**config.mk**
```make
export PLATFORM = sky130hd
export DESIGN_NAME = mc_ctrl
export DESIGN_NICKNAME = d
export VERILOG_FILES = /design/src/rtl/mips_pkg.sv /design/src/rtl/mc_decode.sv /design/src/rtl/mc_ctrl.sv
export SDC_FILE = /design/constraint.sdc
export NUM_CORES = 1
export LEC_CHECK = 0
export BUFFER_PORTS_ARGS = -buffer_cell sky130_fd_sc_hd__buf_2
export CORE_ASPECT_RATIO = 1.75
export CORE_MARGIN = 2
export CORE_UTILIZATION = 50
export DETAILED_ROUTE_END_ITERATION = 10
export PLACE_DENSITY = 0.77
export SETUP_SLACK_MARGIN = 0.5
export SLEW_MARGIN = 20
export SYNTH_ARGS = -nofsm -noshare
export SYNTH_HDL_FRONTEND = slang
export SYNTH_HIERARCHICAL = 1
export SYNTH_SLANG_ARGS = --single-unit
```
**constraint.sdc**
```tcl
create_clock -name clk -period 4.55 [get_ports clk]
set_input_delay 0.91 -clock clk [delete_from_list [all_inputs] [get_ports clk]]
set_output_delay 0.91 -clock clk [all_outputs]
set_load 0.02 [all_outputs]
```
**src/rtl/mips_pkg.sv**
```systemverilog
// Shared encodings for the multi-cycle MIPS controller: opcodes, functs,
// FSM state encodings, datapath select encodings and the decoded
// instruction-class record.
package mips_pkg;

  // Primary opcodes, IR[31:26]
  localparam logic [5:0] OP_RTYPE = 6'b000000;
  localparam logic [5:0] OP_ORI   = 6'b001101;
  localparam logic [5:0] OP_LW    = 6'b100011;
  localparam logic [5:0] OP_SW    = 6'b101011;
  localparam logic [5:0] OP_BEQ   = 6'b000100;
  localparam logic [5:0] OP_LUI   = 6'b001111;
  localparam logic [5:0] OP_J     = 6'b000010;
  localparam logic [5:0] OP_JAL   = 6'b000011;

  // R-type function codes, IR[5:0]
  localparam logic [5:0] FN_ADDU  = 6'b100001;
  localparam logic [5:0] FN_SUBU  = 6'b100011;
  localparam logic [5:0] FN_JR    = 6'b001000;

  // FSM states; 5..7 are illegal and recover to FETCH
  typedef enum logic [2:0] {
    S_FETCH  = 3'd0,
    S_DECODE = 3'd1,
    S_EXEC   = 3'd2,
    S_MEM    = 3'd3,
    S_WB     = 3'd4
  } state_t;

  // ALU operation
  localparam logic [1:0] ALU_ADD  = 2'b00;
  localparam logic [1:0] ALU_SUB  = 2'b01;
  localparam logic [1:0] ALU_OR   = 2'b10;

  // Immediate extension
  localparam logic [1:0] EXT_ZERO = 2'b00;
  localparam logic [1:0] EXT_SIGN = 2'b01;
  localparam logic [1:0] EXT_LUI  = 2'b10;

  // Write-back source
  localparam logic [1:0] WB_ALU   = 2'b00;
  localparam logic [1:0] WB_MEM   = 2'b01;
  localparam logic [1:0] WB_LUI   = 2'b10;
  localparam logic [1:0] WB_PC4   = 2'b11;

  // Destination register select
  localparam logic [1:0] WR_RT    = 2'b00;
  localparam logic [1:0] WR_RD    = 2'b01;
  localparam logic [1:0] WR_RA    = 2'b10;

  // Next-PC select
  localparam logic [1:0] JMP_SEQ  = 2'b00;
  localparam logic [1:0] JMP_TGT  = 2'b01;
  localparam logic [1:0] JMP_REG  = 2'b10;

  // One-hot instruction class produced by mc_decode
  typedef struct packed {
    logic rtype_add;
    logic rtype_sub;
    logic jr;
    logic ori;
    logic lw;
    logic sw;
    logic beq;
    logic lui;
    logic j;
    logic jal;
    logic unknown;
  } insn_class_t;

endpackage

```
**src/rtl/mc_decode.sv**
```systemverilog
// Combinational opcode/funct classifier for the multi-cycle controller.
// Ports: opcode/funct in (IR fields); cls out (one-hot instruction class,
// exactly one bit set, 'unknown' for anything unsupported).
module mc_decode
  import mips_pkg::*;
(
  input  logic [5:0]  opcode,
  input  logic [5:0]  funct,
  output insn_class_t cls
);

  always_comb begin
    cls = '0;
    unique case (opcode)
      OP_RTYPE: begin
        unique case (funct)
          FN_ADDU: cls.rtype_add = 1'b1;
          FN_SUBU: cls.rtype_sub = 1'b1;
          FN_JR:   cls.jr        = 1'b1;
          default: cls.unknown   = 1'b1;
        endcase
      end
      OP_ORI:  cls.ori     = 1'b1;
      OP_LW:   cls.lw      = 1'b1;
      OP_SW:   cls.sw      = 1'b1;
      OP_BEQ:  cls.beq     = 1'b1;
      OP_LUI:  cls.lui     = 1'b1;
      OP_J:    cls.j       = 1'b1;
      OP_JAL:  cls.jal     = 1'b1;
      default: cls.unknown = 1'b1;
    endcase
  end

endmodule

```
**src/rtl/mc_ctrl.sv**
```systemverilog
// Multi-cycle MIPS control unit: FETCH/DECODE/EXEC/MEM/WB sequencer driving
// datapath selects and write enables, plus a retired-instruction counter.
// Ports: clk, reset (sync, active-high); opcode/funct/zero/mem_ready in;
// enables PCWr/IRWr/RegWr/MemWr/MemRd, selects WriteRegDist/ALUSrc/MemtoReg/
// Jump/Branch/ALUOp/ExtOp out (combinational); state/retired out (registered).
module mc_ctrl
  import mips_pkg::*;
#(
  parameter int CNT_W = 32
) (
  input  logic             clk,
  input  logic             reset,
  input  logic [5:0]       opcode,
  input  logic [5:0]       funct,
  input  logic             zero,
  input  logic             mem_ready,
  output logic             PCWr,
  output logic             IRWr,
  output logic             RegWr,
  output logic             MemWr,
  output logic             MemRd,
  output logic [1:0]       WriteRegDist,
  output logic             ALUSrc,
  output logic [1:0]       MemtoReg,
  output logic [1:0]       Jump,
  output logic             Branch,
  output logic [1:0]       ALUOp,
  output logic [1:0]       ExtOp,
  output logic [2:0]       state,
  output logic [CNT_W-1:0] retired
);

  state_t           state_q, state_d;
  logic [CNT_W-1:0] retired_q, retired_d;
  logic             retire;
  insn_class_t      cls;

  mc_decode u_decode (
    .opcode (opcode),
    .funct  (funct),
    .cls    (cls)
  );

  always_ff @(posedge clk) begin
    if (reset) begin
      state_q   <= S_FETCH;
      retired_q <= '0;
    end else begin
      state_q   <= state_d;
      retired_q <= retired_d;
    end
  end

  // Counter wraps naturally at 2^CNT_W.
  assign retired_d = retire ? retired_q + {{(CNT_W-1){1'b0}}, 1'b1} : retired_q;

  // Registered outputs are still forced to zero while reset is held.
  assign state   = reset ? 3'd0 : state_q;
  assign retired = reset ? '0   : retired_q;

  always_comb begin
    state_d      = state_q;
    retire       = 1'b0;
    PCWr         = 1'b0;
    IRWr         = 1'b0;
    RegWr        = 1'b0;
    MemWr        = 1'b0;
    MemRd        = 1'b0;
    WriteRegDist = WR_RT;
    ALUSrc       = 1'b0;
    MemtoReg     = WB_ALU;
    Jump         = JMP_SEQ;
    Branch       = 1'b0;
    ALUOp        = ALU_ADD;
    ExtOp        = EXT_ZERO;

    if (!reset) begin
      unique case (state_q)
        S_FETCH: begin
          // Read request stays up while memory stalls; PC/IR update only
          // on the ready cycle.
          MemRd = 1'b1;
          if (mem_ready) begin
            IRWr    = 1'b1;
            PCWr    = 1'b1;
            state_d = S_DECODE;
          end
        end

        S_DECODE: begin
          if (cls.j) begin
            PCWr    = 1'b1;
            Jump    = JMP_TGT;
            retire  = 1'b1;
            state_d = S_FETCH;
          end else if (cls.jal) begin
            // PC+4 was already written in FETCH, so $ra gets the link
            // address while PC takes the jump target in the same cycle.
            PCWr         = 1'b1;
            Jump         = JMP_TGT;
            RegWr        = 1'b1;
            WriteRegDist = WR_RA;
            MemtoReg     = WB_PC4;
            retire       = 1'b1;
            state_d      = S_FETCH;
          end else if (cls.jr) begin
            PCWr    = 1'b1;
            Jump    = JMP_REG;
            retire  = 1'b1;
            state_d = S_FETCH;
          end else if (cls.unknown) begin
            retire  = 1'b1;
            state_d = S_FETCH;
          end else begin
            state_d = S_EXEC;
          end
        end

        S_EXEC: begin
          if (cls.rtype_add || cls.rtype_sub) begin
            ALUOp   = cls.rtype_sub ? ALU_SUB : ALU_ADD;
            state_d = S_WB;
          end else if (cls.ori) begin
            ALUSrc  = 1'b1;
            ExtOp   = EXT_ZERO;
            ALUOp   = ALU_OR;
            state_d = S_WB;
          end else if (cls.lui) begin
            ExtOp   = EXT_LUI;
            state_d = S_WB;
          end else if (cls.lw || cls.sw) begin
            ALUSrc  = 1'b1;
            ExtOp   = EXT_SIGN;
            ALUOp   = ALU_ADD;
            state_d = S_MEM;
          end else if (cls.beq) begin
            ALUOp   = ALU_SUB;
            Branch  = 1'b1;
            PCWr    = zero;
            retire  = 1'b1;
            state_d = S_FETCH;
          end else begin
            // Only reachable if IR fields changed after DECODE; abandon.
            state_d = S_FETCH;
          end
        end

        S_MEM: begin
          if (cls.lw) begin
            MemRd = 1'b1;
            if (mem_ready) state_d = S_WB;
          end else if (cls.sw) begin
            MemWr = 1'b1;
            if (mem_ready) begin
              retire  = 1'b1;
              state_d = S_FETCH;
            end
          end else begin
            state_d = S_FETCH;
          end
        end

        S_WB: begin
          if (cls.rtype_add || cls.rtype_sub) begin
            RegWr        = 1'b1;
            WriteRegDist = WR_RD;
            MemtoReg     = WB_ALU;
          end else if (cls.ori) begin
            RegWr        = 1'b1;
            WriteRegDist = WR_RT;
            MemtoReg     = WB_ALU;
          end else if (cls.lw) begin
            RegWr        = 1'b1;
            WriteRegDist = WR_RT;
            MemtoReg     = WB_MEM;
          end else if (cls.lui) begin
            RegWr        = 1'b1;
            WriteRegDist = WR_RT;
            MemtoReg     = WB_LUI;
          end
          retire  = 1'b1;
          state_d = S_FETCH;
        end

        default: state_d = S_FETCH;
      endcase
    end
  end

endmodule

```
==> impl_metrics.tcl <==
set metrics [dict create \
    run_status "complete, no violations" \
    ir_worst_vdd_mv 0.235 \
    drt_iter0_drc 93 \
    r2r_cells 7 \
    holdPathEnd "retired_q[31]" \
    root_buffer "clkbuf_8" \
    drt-total-wl_um 6190 \
    fin_skew_ns 0.00441 \
    syn_nets 351 \
    core_um2 4890 \
    dp_hpwl_um 4510 \
    dr.pass1.iters 4 \
    slew_viol_final 0 \
    synth_cell_types 47 \
    portBuffers 67 \
    area_delta_synth_final_pct 17.6 \
    initial_core_util_pct 50.8 \
    synth_flop_cell "dfxtp_1" \
    cp_max_fo 6 \
    fin_crit_sh_pct 85.5 \
    start_kind "input port" \
    via_per_inst 5.99 \
    place_ws_ns 0.567 \
    antenna_found_initial 0 \
    synth_area_um2 2480 \
    cts_tree "yes" \
    r2r_setup_slack_ns 2.09 \
    synth.largest_area_cell "dfxtp_1" \
    fp.dieH_um 97.3 \
    synthTopCellsByArea "dfxtp_1 28%, nor2b_1 9.8%, a21oi_1 5.2%" \
    p_leak_nw 1.17 \
    worstMarginPinSlew_ns 0.665 \
    drc 0 \
    max-slew-margin-rel_pct 55.3 \
    cts_buffers 5 \
    synthTopCellsByCount "39 x nor2b_1, 35 x dfxtp_1, 34 x nor2_1, 26 x a21oi_1, 24 x nand2_1" \
    crit_type "in2out" \
    max_stage_delay_ns 0.57 \
    fin_hold_ws_ns 0.487 \
    antenna_cells 0 \
    die_x_um 57.3 \
    ant_nets 0 \
    path_cells "buf_2 -> or4_4 -> nor3_4 -> nand2_1 -> nor2_1 -> nor3_1 -> and4_1 -> a21oi_1 -> a2111oi_2 -> buf_2" \
    r2r-start "state_q[2]" \
    cp.required_ns 3.64 \
    synth.avg_cell_area_um2 7.44 \
    fmax_ghz 0.257 \
    worstHoldStart "retired_q[31]" \
    cts_sinks 35 \
    grt_setup_unrepaired "false" \
    synth_most_common_cell "nor2b_1" \
    wire_per_inst_um 14.0 \
    async_flop_share_pct 0 \
    finalCriticalPeriod_ns 3.89 \
    grt_pass1_vias 2461 \
    rows 34 \
    io_pins 68 \
    utilization_pct 59.7 \
    crit_path_end_kind "output port" \
    hp-class "reg2reg" \
    seq_area_frac_synth_pct 28.2 \
    vias 2647 \
    cp_data_arrival_time_ns 2.98 \
    grt_start_max_net_pins 58 \
    syn_inst 334 \
    slowest_stage "or4_4" \
    setup_viol 0 \
    drv_cap 0 \
    overflow 0 \
    power_density_nw_per_um2 199 \
    ys_ff_latch 35 \
    clk_latency_ns 0.27 \
    cts_max_path_buffers 2 \
    hold_depth 2 \
    postCtsSetupRepairBufs 0 \
    synth_edf_count 0 \
    setup_slack_ns 0.658 \
    cts_max_level 2 \
    final.setup.tns_ns 0 \
    timing.rr.end "retired_q[24]" \
    synth_top_area_share_pct 28.2 \
    cpMostUsedCell "buf_2" \
    final_nets 406 \
    grt_pass1_wl_um 10500 \
    gp_congestion 0.830 \
    clk_pin_slew_ns 0.06 \
    die_area_um2 5570 \
    drive_gt1_share_pct 23.7 \
    yosysWarnings 6 \
    grt.total_usage_pct 22.6 \
    hold_viol_final 0 \
]
[layout by cell type (no fill, tap or decap), types with 2 or more instances in the layout]
master,n
buf_2,67
nor2_1,34
nor2b_1,38
dfxtp_1,35
nor4b_1,2
clkbuf_8,5
o21ai_1,2
mux2_2,4
or3_1,10
o31ai_1,17
buf_4,4
o21ai_0,12
nor3_1,9
nand3b_1,2
and2_1,6
or4_4,2
a2111oi_2,2
nand2_1,24
nand3_1,14
nand4_1,10
and3_1,8
a21oi_1,26
inv_1,3
and4_1,2
or4_1,17
nand2b_1,2
a31oi_1,2
nor4_1,7
[kinds of logic after synthesis]
group | after synthesis | share of synthesized area, %
mux | 6 | 2.67
compound gates | 67 | 16.7
xor+xnor | 1 | 0.353
simple gates | 198 | 47.1
flops | 35 | 28.2
buf+inv | 26 | 4.53
fa+ha+maj | 1 | 0.503
[through the flow]
step           std cells  power (mW)  area [um^2]
2_1_floorplan        334       0.364         2490
3_3_place_gp         436       0.384         2840
3_5_place_dp         436       0.386         2840
4_1_cts              442       0.586         2910
5_1_grt              442       0.604         2920
6_report             442       0.582         2920
[power by group]
group          leakage, nW  internal, mW  total [mW]  switching (mW)
Clock               0.0371         0.102       0.202           0.100
Combinational        0.849        0.0227      0.0667          0.0441
Sequential           0.282         0.308       0.313         0.00450
Total                 1.17         0.433       0.582           0.149
[what timing repair did]
action,in CTS,in global routing
resized for setup,0,4
hold buffers,0,0
setup endpoints to repair,0,1
[layer usage]
layer	part of all wire (%)	global-route usage (%)	up-vias
li1	-	-	1342
met1	40	24.5	1222
met2	54	41.2	77
met3	4.7	3.86	6
met4	1.8	10.2	0
met5	0	0	-
[layout make-up]
cell class / instances / area [um^2]
Fill cell: 468 / 1970
Inverter: 3 / 11.3
Timing Repair Buffer: 71 / 365
Tap cell: 54 / 67.6
Sequential cell: 35 / 701
Clock buffer: 6 / 72.6
Multi-Input combinational cell: 273 / 1700
[worst max path at each step]
stage,endpoint,start,cells past startpoint
after global routing,PCWr,opcode[5],9
after floorplan,PCWr,opcode[5],7
after global placement,PCWr,opcode[5],9
after detailed placement,PCWr,opcode[5],9
after CTS,PCWr,opcode[5],9
final,PCWr,opcode[5],10
[registers in the layout, summed over array words and instances, names as in the netlist]
name,cells
retired_q,32
state_q,3
[worst max-delay path: cells and delay by family]
kind                   cells  cell delay [ns]
AO/OA/AOI/OAI              2             0.27
buffers and inverters      2             0.31
AND/OR/NAND/NOR            6             1.50
(Power assumes the default switching activity.)
